==> config.mk <==
export PLATFORM = sky130hd
export DESIGN_NAME = reader_pie_tx
export DESIGN_NICKNAME = d
export VERILOG_FILES = /design/src/rtl/reader_pie_tx.sv
export SDC_FILE = /design/constraint.sdc
export NUM_CORES = 1
export LEC_CHECK = 0
export ABC_AREA = 1
export CORE_UTILIZATION = 45
export DETAILED_ROUTE_END_ITERATION = 16
export PLACE_DENSITY = 0.76
export RECOVER_POWER = 50
export SLEW_MARGIN = 30
export SYNTH_ARGS = -nofsm -noshare
export SYNTH_HDL_FRONTEND = slang
export SYNTH_SLANG_ARGS = --single-unit
==> constraint.sdc <==
create_clock -name clk -period 4.5 [get_ports clk]
set_input_delay 0.9 -clock clk [delete_from_list [all_inputs] [get_ports clk]]
set_output_delay 0.9 -clock clk [all_outputs]
set_load 0.01 [all_outputs]
==> src/rtl/reader_pie_tx.sv <==
// Reader-side PIE (pulse-interval encoding) transmitter.
// Sends delimiter, data-0, RTcal, optional TRcal, then the payload MSB-first.
// Every symbol is a high phase followed by a fixed-width low pulse.
//
// Request protocol: start is a one-cycle request that is only honoured while
// busy=0 (state IDLE) and abort=0. Once accepted, busy stays 1 through the
// single DONE cycle, in which done=1. Any start seen while busy=1 is dropped.
module reader_pie_tx (
  input  logic        clk,
  input  logic        reset,
  input  logic        start,
  input  logic        abort,
  input  logic        use_preamble,
  input  logic [63:0] cmd_bits,
  input  logic [6:0]  cmd_len,
  input  logic [7:0]  tari_cycles,
  input  logic [7:0]  pw_cycles,
  input  logic [7:0]  delim_cycles,
  input  logic [9:0]  trcal_cycles,
  output logic        pie_out,
  output logic        busy,
  output logic        done,
  output logic [6:0]  bits_sent
);

  typedef enum logic [2:0] {
    S_IDLE     = 3'd0,
    S_DELIM    = 3'd1,
    S_SYM_HIGH = 3'd2,
    S_SYM_LOW  = 3'd3,
    S_DONE     = 3'd4
  } state_t;

  // Which symbol of the frame is currently on air.
  typedef enum logic [1:0] {
    K_DATA0   = 2'd0,
    K_RTCAL   = 2'd1,
    K_TRCAL   = 2'd2,
    K_PAYLOAD = 2'd3
  } kind_t;

  state_t      state_q, state_d;
  kind_t       kind_q, kind_d;
  logic [9:0]  cnt_q, cnt_d;          // cycles left in the current phase, minus one
  logic [63:0] cmd_q, cmd_d;          // payload left-aligned; bit 63 is the next bit
  logic [6:0]  rem_q, rem_d;          // payload bits not yet finished
  logic [6:0]  bits_sent_q, bits_sent_d;
  logic        pre_q, pre_d;
  logic [7:0]  tari_q, tari_d;
  logic [7:0]  pw_q, pw_d;
  logic [7:0]  delim_q, delim_d;
  logic [9:0]  trcal_q, trcal_d;
  logic        pie_q, pie_d;
  logic        busy_q, busy_d;
  logic        done_q, done_d;

  logic [9:0]  p_len;                 // low pulse width, at least one cycle
  logic [6:0]  len_in_eff;            // requested payload length clamped to 64
  logic        go_high;
  kind_t       nxt_kind;
  logic        nxt_bit;

  assign p_len      = (pw_q == 8'd0) ? 10'd1 : {2'b00, pw_q};
  assign len_in_eff = (cmd_len > 7'd64) ? 7'd64 : cmd_len;

  // High-phase length of a symbol: symbol length minus the low pulse, never
  // shorter than one cycle. All arithmetic is 10 bits so 3*tari cannot wrap.
  function automatic logic [9:0] high_len(input kind_t      kind,
                                          input logic       bit_val,
                                          input logic [7:0] tari,
                                          input logic [9:0] trcal,
                                          input logic [9:0] p);
    logic [9:0] t1;
    logic [9:0] t2;
    logic [9:0] sym;
    t1 = {2'b00, tari};
    t2 = {1'b0, tari, 1'b0};
    case (kind)
      K_DATA0: sym = t1;
      K_RTCAL: sym = t1 + t2;
      K_TRCAL: sym = trcal;
      default: sym = bit_val ? t2 : t1;
    endcase
    high_len = (sym > p) ? (sym - p) : 10'd1;
  endfunction

  // State and datapath registers.
  always_ff @(posedge clk) begin
    if (reset) begin
      state_q     <= S_IDLE;
      kind_q      <= K_DATA0;
      cnt_q       <= '0;
      cmd_q       <= '0;
      rem_q       <= '0;
      bits_sent_q <= '0;
      pre_q       <= 1'b0;
      tari_q      <= '0;
      pw_q        <= '0;
      delim_q     <= '0;
      trcal_q     <= '0;
    end else begin
      state_q     <= state_d;
      kind_q      <= kind_d;
      cnt_q       <= cnt_d;
      cmd_q       <= cmd_d;
      rem_q       <= rem_d;
      bits_sent_q <= bits_sent_d;
      pre_q       <= pre_d;
      tari_q      <= tari_d;
      pw_q        <= pw_d;
      delim_q     <= delim_d;
      trcal_q     <= trcal_d;
    end
  end

  // Next-state and datapath update: phase counting and symbol sequencing.
  always_comb begin
    state_d     = state_q;
    kind_d      = kind_q;
    cnt_d       = cnt_q;
    cmd_d       = cmd_q;
    rem_d       = rem_q;
    bits_sent_d = bits_sent_q;
    pre_d       = pre_q;
    tari_d      = tari_q;
    pw_d        = pw_q;
    delim_d     = delim_q;
    trcal_d     = trcal_q;
    go_high     = 1'b0;
    nxt_kind    = kind_q;
    nxt_bit     = 1'b0;

    case (state_q)
      S_IDLE: begin
        if (start && !abort) begin
          state_d     = S_DELIM;
          pre_d       = use_preamble;
          tari_d      = tari_cycles;
          pw_d        = pw_cycles;
          delim_d     = delim_cycles;
          trcal_d     = trcal_cycles;
          kind_d      = K_DATA0;
          cmd_d       = cmd_bits << (7'd64 - len_in_eff);
          rem_d       = len_in_eff;
          bits_sent_d = '0;
          cnt_d       = (delim_cycles == 8'd0) ? 10'd0 : ({2'b00, delim_cycles} - 10'd1);
        end
      end
      S_DELIM: begin
        if (cnt_q == 10'd0) begin
          go_high  = 1'b1;
          nxt_kind = K_DATA0;
        end else begin
          cnt_d = cnt_q - 10'd1;
        end
      end
      S_SYM_HIGH: begin
        if (cnt_q == 10'd0) begin
          state_d = S_SYM_LOW;
          cnt_d   = p_len - 10'd1;
        end else begin
          cnt_d = cnt_q - 10'd1;
        end
      end
      S_SYM_LOW: begin
        if (cnt_q == 10'd0) begin
          case (kind_q)
            K_DATA0: begin
              go_high  = 1'b1;
              nxt_kind = K_RTCAL;
            end
            K_RTCAL: begin
              if (pre_q) begin
                go_high  = 1'b1;
                nxt_kind = K_TRCAL;
              end else if (rem_q != 7'd0) begin
                go_high  = 1'b1;
                nxt_kind = K_PAYLOAD;
                nxt_bit  = cmd_q[63];
              end else begin
                state_d = S_DONE;
              end
            end
            K_TRCAL: begin
              if (rem_q != 7'd0) begin
                go_high  = 1'b1;
                nxt_kind = K_PAYLOAD;
                nxt_bit  = cmd_q[63];
              end else begin
                state_d = S_DONE;
              end
            end
            default: begin
              bits_sent_d = bits_sent_q + 7'd1;
              rem_d       = rem_q - 7'd1;
              cmd_d       = {cmd_q[62:0], 1'b0};
              if (rem_q == 7'd1) begin
                state_d = S_DONE;
              end else begin
                go_high  = 1'b1;
                nxt_kind = K_PAYLOAD;
                nxt_bit  = cmd_q[62];
              end
            end
          endcase
        end else begin
          cnt_d = cnt_q - 10'd1;
        end
      end
      S_DONE: begin
        state_d = S_IDLE;
      end
      default: begin
        state_d = S_IDLE;
      end
    endcase

    if (go_high) begin
      state_d = S_SYM_HIGH;
      kind_d  = nxt_kind;
      cnt_d   = high_len(nxt_kind, nxt_bit, tari_q, trcal_q, p_len) - 10'd1;
    end

    if (abort && (state_q != S_IDLE)) begin
      state_d = S_IDLE;
    end
  end

  // Output decode from the upcoming state so the outputs can be registered.
  always_comb begin
    pie_d  = 1'b1;
    busy_d = 1'b0;
    done_d = 1'b0;
    case (state_d)
      S_IDLE:     begin pie_d = 1'b1; busy_d = 1'b0; done_d = 1'b0; end
      S_DELIM:    begin pie_d = 1'b0; busy_d = 1'b1; done_d = 1'b0; end
      S_SYM_HIGH: begin pie_d = 1'b1; busy_d = 1'b1; done_d = 1'b0; end
      S_SYM_LOW:  begin pie_d = 1'b0; busy_d = 1'b1; done_d = 1'b0; end
      S_DONE:     begin pie_d = 1'b1; busy_d = 1'b1; done_d = 1'b1; end
      default:    begin pie_d = 1'b1; busy_d = 1'b0; done_d = 1'b0; end
    endcase
  end

  // Output registers; reset parks the line at carrier.
  always_ff @(posedge clk) begin
    if (reset) begin
      pie_q  <= 1'b1;
      busy_q <= 1'b0;
      done_q <= 1'b0;
    end else begin
      pie_q  <= pie_d;
      busy_q <= busy_d;
      done_q <= done_d;
    end
  end

  assign pie_out   = pie_q;
  assign busy      = busy_q;
  assign done      = done_q;
  assign bits_sent = bits_sent_q;

endmodule

==> results.yml <==
run_status:
  status: "completed"
sta:
  setup_tns_ns: 0
  finalHoldViolations: 0
  post-route-min-period_ns: 4.20
  worst_pin_slew_ns: 1.39
  clock_skew_ns: 0.00711
  timing.final.crit_share_pct: 93.4
  max_freq_ghz: 0.238
  setup_slack_ns: 0.298
  drv_slew: 0
  setup_viol: 0
  slew-limit-headroom_pct: 7.33
floorplan:
  start_util_pct: 46.1
  io_pins: 120
  die_x_um: 160
  core_area_um2: 24400
  die_y_um: 160
  rows: 57
  die_area_um2: 25600
power:
  p_leak_nw: 6.01
  power.total_mw: 4.94
  power_density_nw_per_um2: 370
  vdd_ir_drop_max_v: 0.000254
worst_setup_path:
  crit_arrival_ns: 4.56
  critPathRequiredTime_ns: 4.86
  startpoint_type: "flop"
  path_max_fanout: 7
  critical_path_class: "reg -> reg"
  end_kind: "flop"
synth:
  synth_edf_count: 0
  ys_seq_area_share_pct: 21.9
  synth_fa_ha_area_share_pct: 3.14
  syn_area_per_cell_um2: 5.84
  syn_inst: 1925
  async_flop_share_pct: 0
  synth_xor_area_share_pct: 2.65
  synth.net_count: 2062
  yosysUniqueCellTypes: 62
  synth-simple-area-share_pct: 32.2
  ys_dominant_reg_cell: "dfxtp_1"
  synth_top_family_by_area: "simple AND/OR/NAND/NOR gates"
  synthMuxAreaShare_pct: 0.267
  ys_ff_latch: 123
  synth_compound_area_share_pct: 28.1
  syn_area_um2: 11200
  synth-warning-count: 0
global_route:
  grt_max_degree: 100
  antenna_found_initial: 0
  grt.total_usage_pct: 27.7
  grt_pass1_wl_um: 58000
  grt_pass1_vias: 11800
  grt-ovfl-total: 0
clock_tree:
  clock_sinks: 123
  cts_tree: "built"
  path_clk_slew_ns: 0.06
  cts_buffer_depth: 2
  clock_latency_ns: 0.43
  cts_buffers: 17
  cts-root-buf: "clkbuf_16"
  ctsHtreeMaxLevel: 4
route:
  drtIter0Drc: 1143
  dr_total_vias: 12800
  drtAntennaViolNets: 0
  drc_errors: 0
  wirelength_um: 35700
  wl_per_cell_um: 15.4
  dr.pass1.iters: 5
  viasPerCell: 5.53
place:
  dpl_cell_area_um2: 12700
  gp_congestion: 0.921
  hpwl_um: 26500
  port_buffers: 119
  preCtsSetupSlack_ns: 0.0369
min_path:
  holdCritPathClass: "reg -> reg"
final_layout:
  nNetsFinal: 2119
  area_growth_pct: 18.6
  utilization_pct: 54.7
  diodes: 0
  layout-drive-gt1-share_pct: 7.52
  layout_common_cells: "nand2_1, o21ai_0, inv_1, a21oi_1, nor2_1"
  final_common_cell: "nand2_1"
  final_area_um2: 13300
flow_run:
  maxCapViolCount: 0
[final timing paths]
kind / from / to / slack, ns / cells after the start
max: cnt_q[1] / cnt_q[8] / 0.30 / 25
min: bits_sent[6] / bits_sent[6] / 0.48 / 1
max reg2reg: cnt_q[1] / cnt_q[8] / 0.30 / 25
min reg2reg: bits_sent[6] / bits_sent[6] / 0.48 / 1
[synth_stat cells, types with 3 or more instances]
cell	n	area, µm²
nand4_4	3	63.8
nand3_1	121	606
nand3b_1	3	22.5
ha_1	25	313
nand4_1	21	131
o221ai_1	11	96.3
buf_2	37	185
o21ai_0	294	1470
inv_1	202	758
nor3_1	10	50.1
nand3_2	6	60.1
inv_2	9	33.8
buf_1	5	18.8
clkinv_1	4	15.0
o21ai_1	29	145
nand2_1	463	1740
or2_1	7	43.8
a21o_1	4	30.0
a21oi_2	3	26.3
clkbuf_1	75	282
mux2i_1	3	30.0
dfxtp_1	123	2460
nor3b_1	3	22.5
a21oi_1	161	806
nor2_2	10	62.6
o31ai_1	4	30.0
o21a_1	4	30.0
or2_2	14	87.6
xor2_1	23	201
nor2_1	151	567
o211ai_1	29	218
a31oi_1	18	113
xnor2_1	6	52.6
nand2_2	6	37.5
[stage by stage]
| stage | std cells | hold slack [ns] |
|---|---|---|
| finish | 2319 | 0.475 |
| global route | 2319 | 0.493 |
| CTS | 2314 | 0.481 |
| detailed placement | 2282 | 0.468 |
| global placement | 2282 | 0.466 |
| floorplan | 1925 | 0.455 |
[report_power, final]
group          switching (mW)  leakage (nW)  internal (mW)  total (mW)
registers              0.0904          1.01           1.21        1.30
clock network           0.569         0.287          0.825        1.39
logic                    1.46          4.71          0.784        2.24
[cells by family (layout without fill, tap and decap cells)]
group | after synthesis | in the layout
adders and majority gates | 27 | 27
AOI/OAI and AO/OA | 578 | 578
DFF | 123 | 123
xor gates and xnor gates | 31 | 31
and+or+nand+nor | 828 | 828
muxes | 3 | 3
buffers and inverters | 335 | 405
[final cells by class]
class                   count  area, µm²
clock inverters            15        163
inverters                 216        818
well taps                 324        405
clock buffers              17        425
flip-flops and latches    123       2460
multi-input cells        1467       7540
repair buffers            157       1520
fillers                  2519      11100
[critical path: stages, from the launching register on]
cell	delay [ns]
dfxtp_1	0.32
inv_1	0.10
ha_4	0.15
nand2_2	0.10
nor2_8	0.14
buf_4	0.15
nand4_4	0.11
o21ai_4	0.23
nand2_4	0.10
clkinvlp_4	0.10
nand3_1	0.09
buf_4	0.17
o221a_2	0.25
fa_2	0.36
nand2_1	0.07
inv_1	0.05
o21ai_1	0.12
nand2_1	0.11
a21boi_0	0.25
xor2_1	0.26
inv_1	0.13
o41ai_2	0.33
nand3_1	0.14
nand2_1	0.08
nand3_1	0.06
a21oi_1	0.13
[registers in the layout (all words and copies together), names as in the netlist]
signal and cells:
tari_q 8, cnt_q 10, pie_out 1, rem_q 7, busy 1, cmd_q 64, pre_q 1, pw_q 8
done 1, bits_sent 7, trcal_q 10, state_q 3, kind_q 2
[what timing repair did]
action | CTS | global route
endpoints found under the setup margin | 0 | 10
setup buffers | 0 | 5
hold buffers | 0 | 0
resized for setup | 0 | 15
[routing by layer]
layer / up-vias / share of wire (%) / GRT usage (%) / wire (µm)
met4: 0 / 2.6 / 8.83 / 922
met2: 464 / 50 / 50.8 / 17900
met3: 74 / 5.8 / 3.82 / 2050
met5: - / 0 / 0 / 0
met1: 5776 / 41 / 33.1 / 14800
li1: 6520 / - / - / -
No activity file was read; power rests on OpenSTA's default activity.
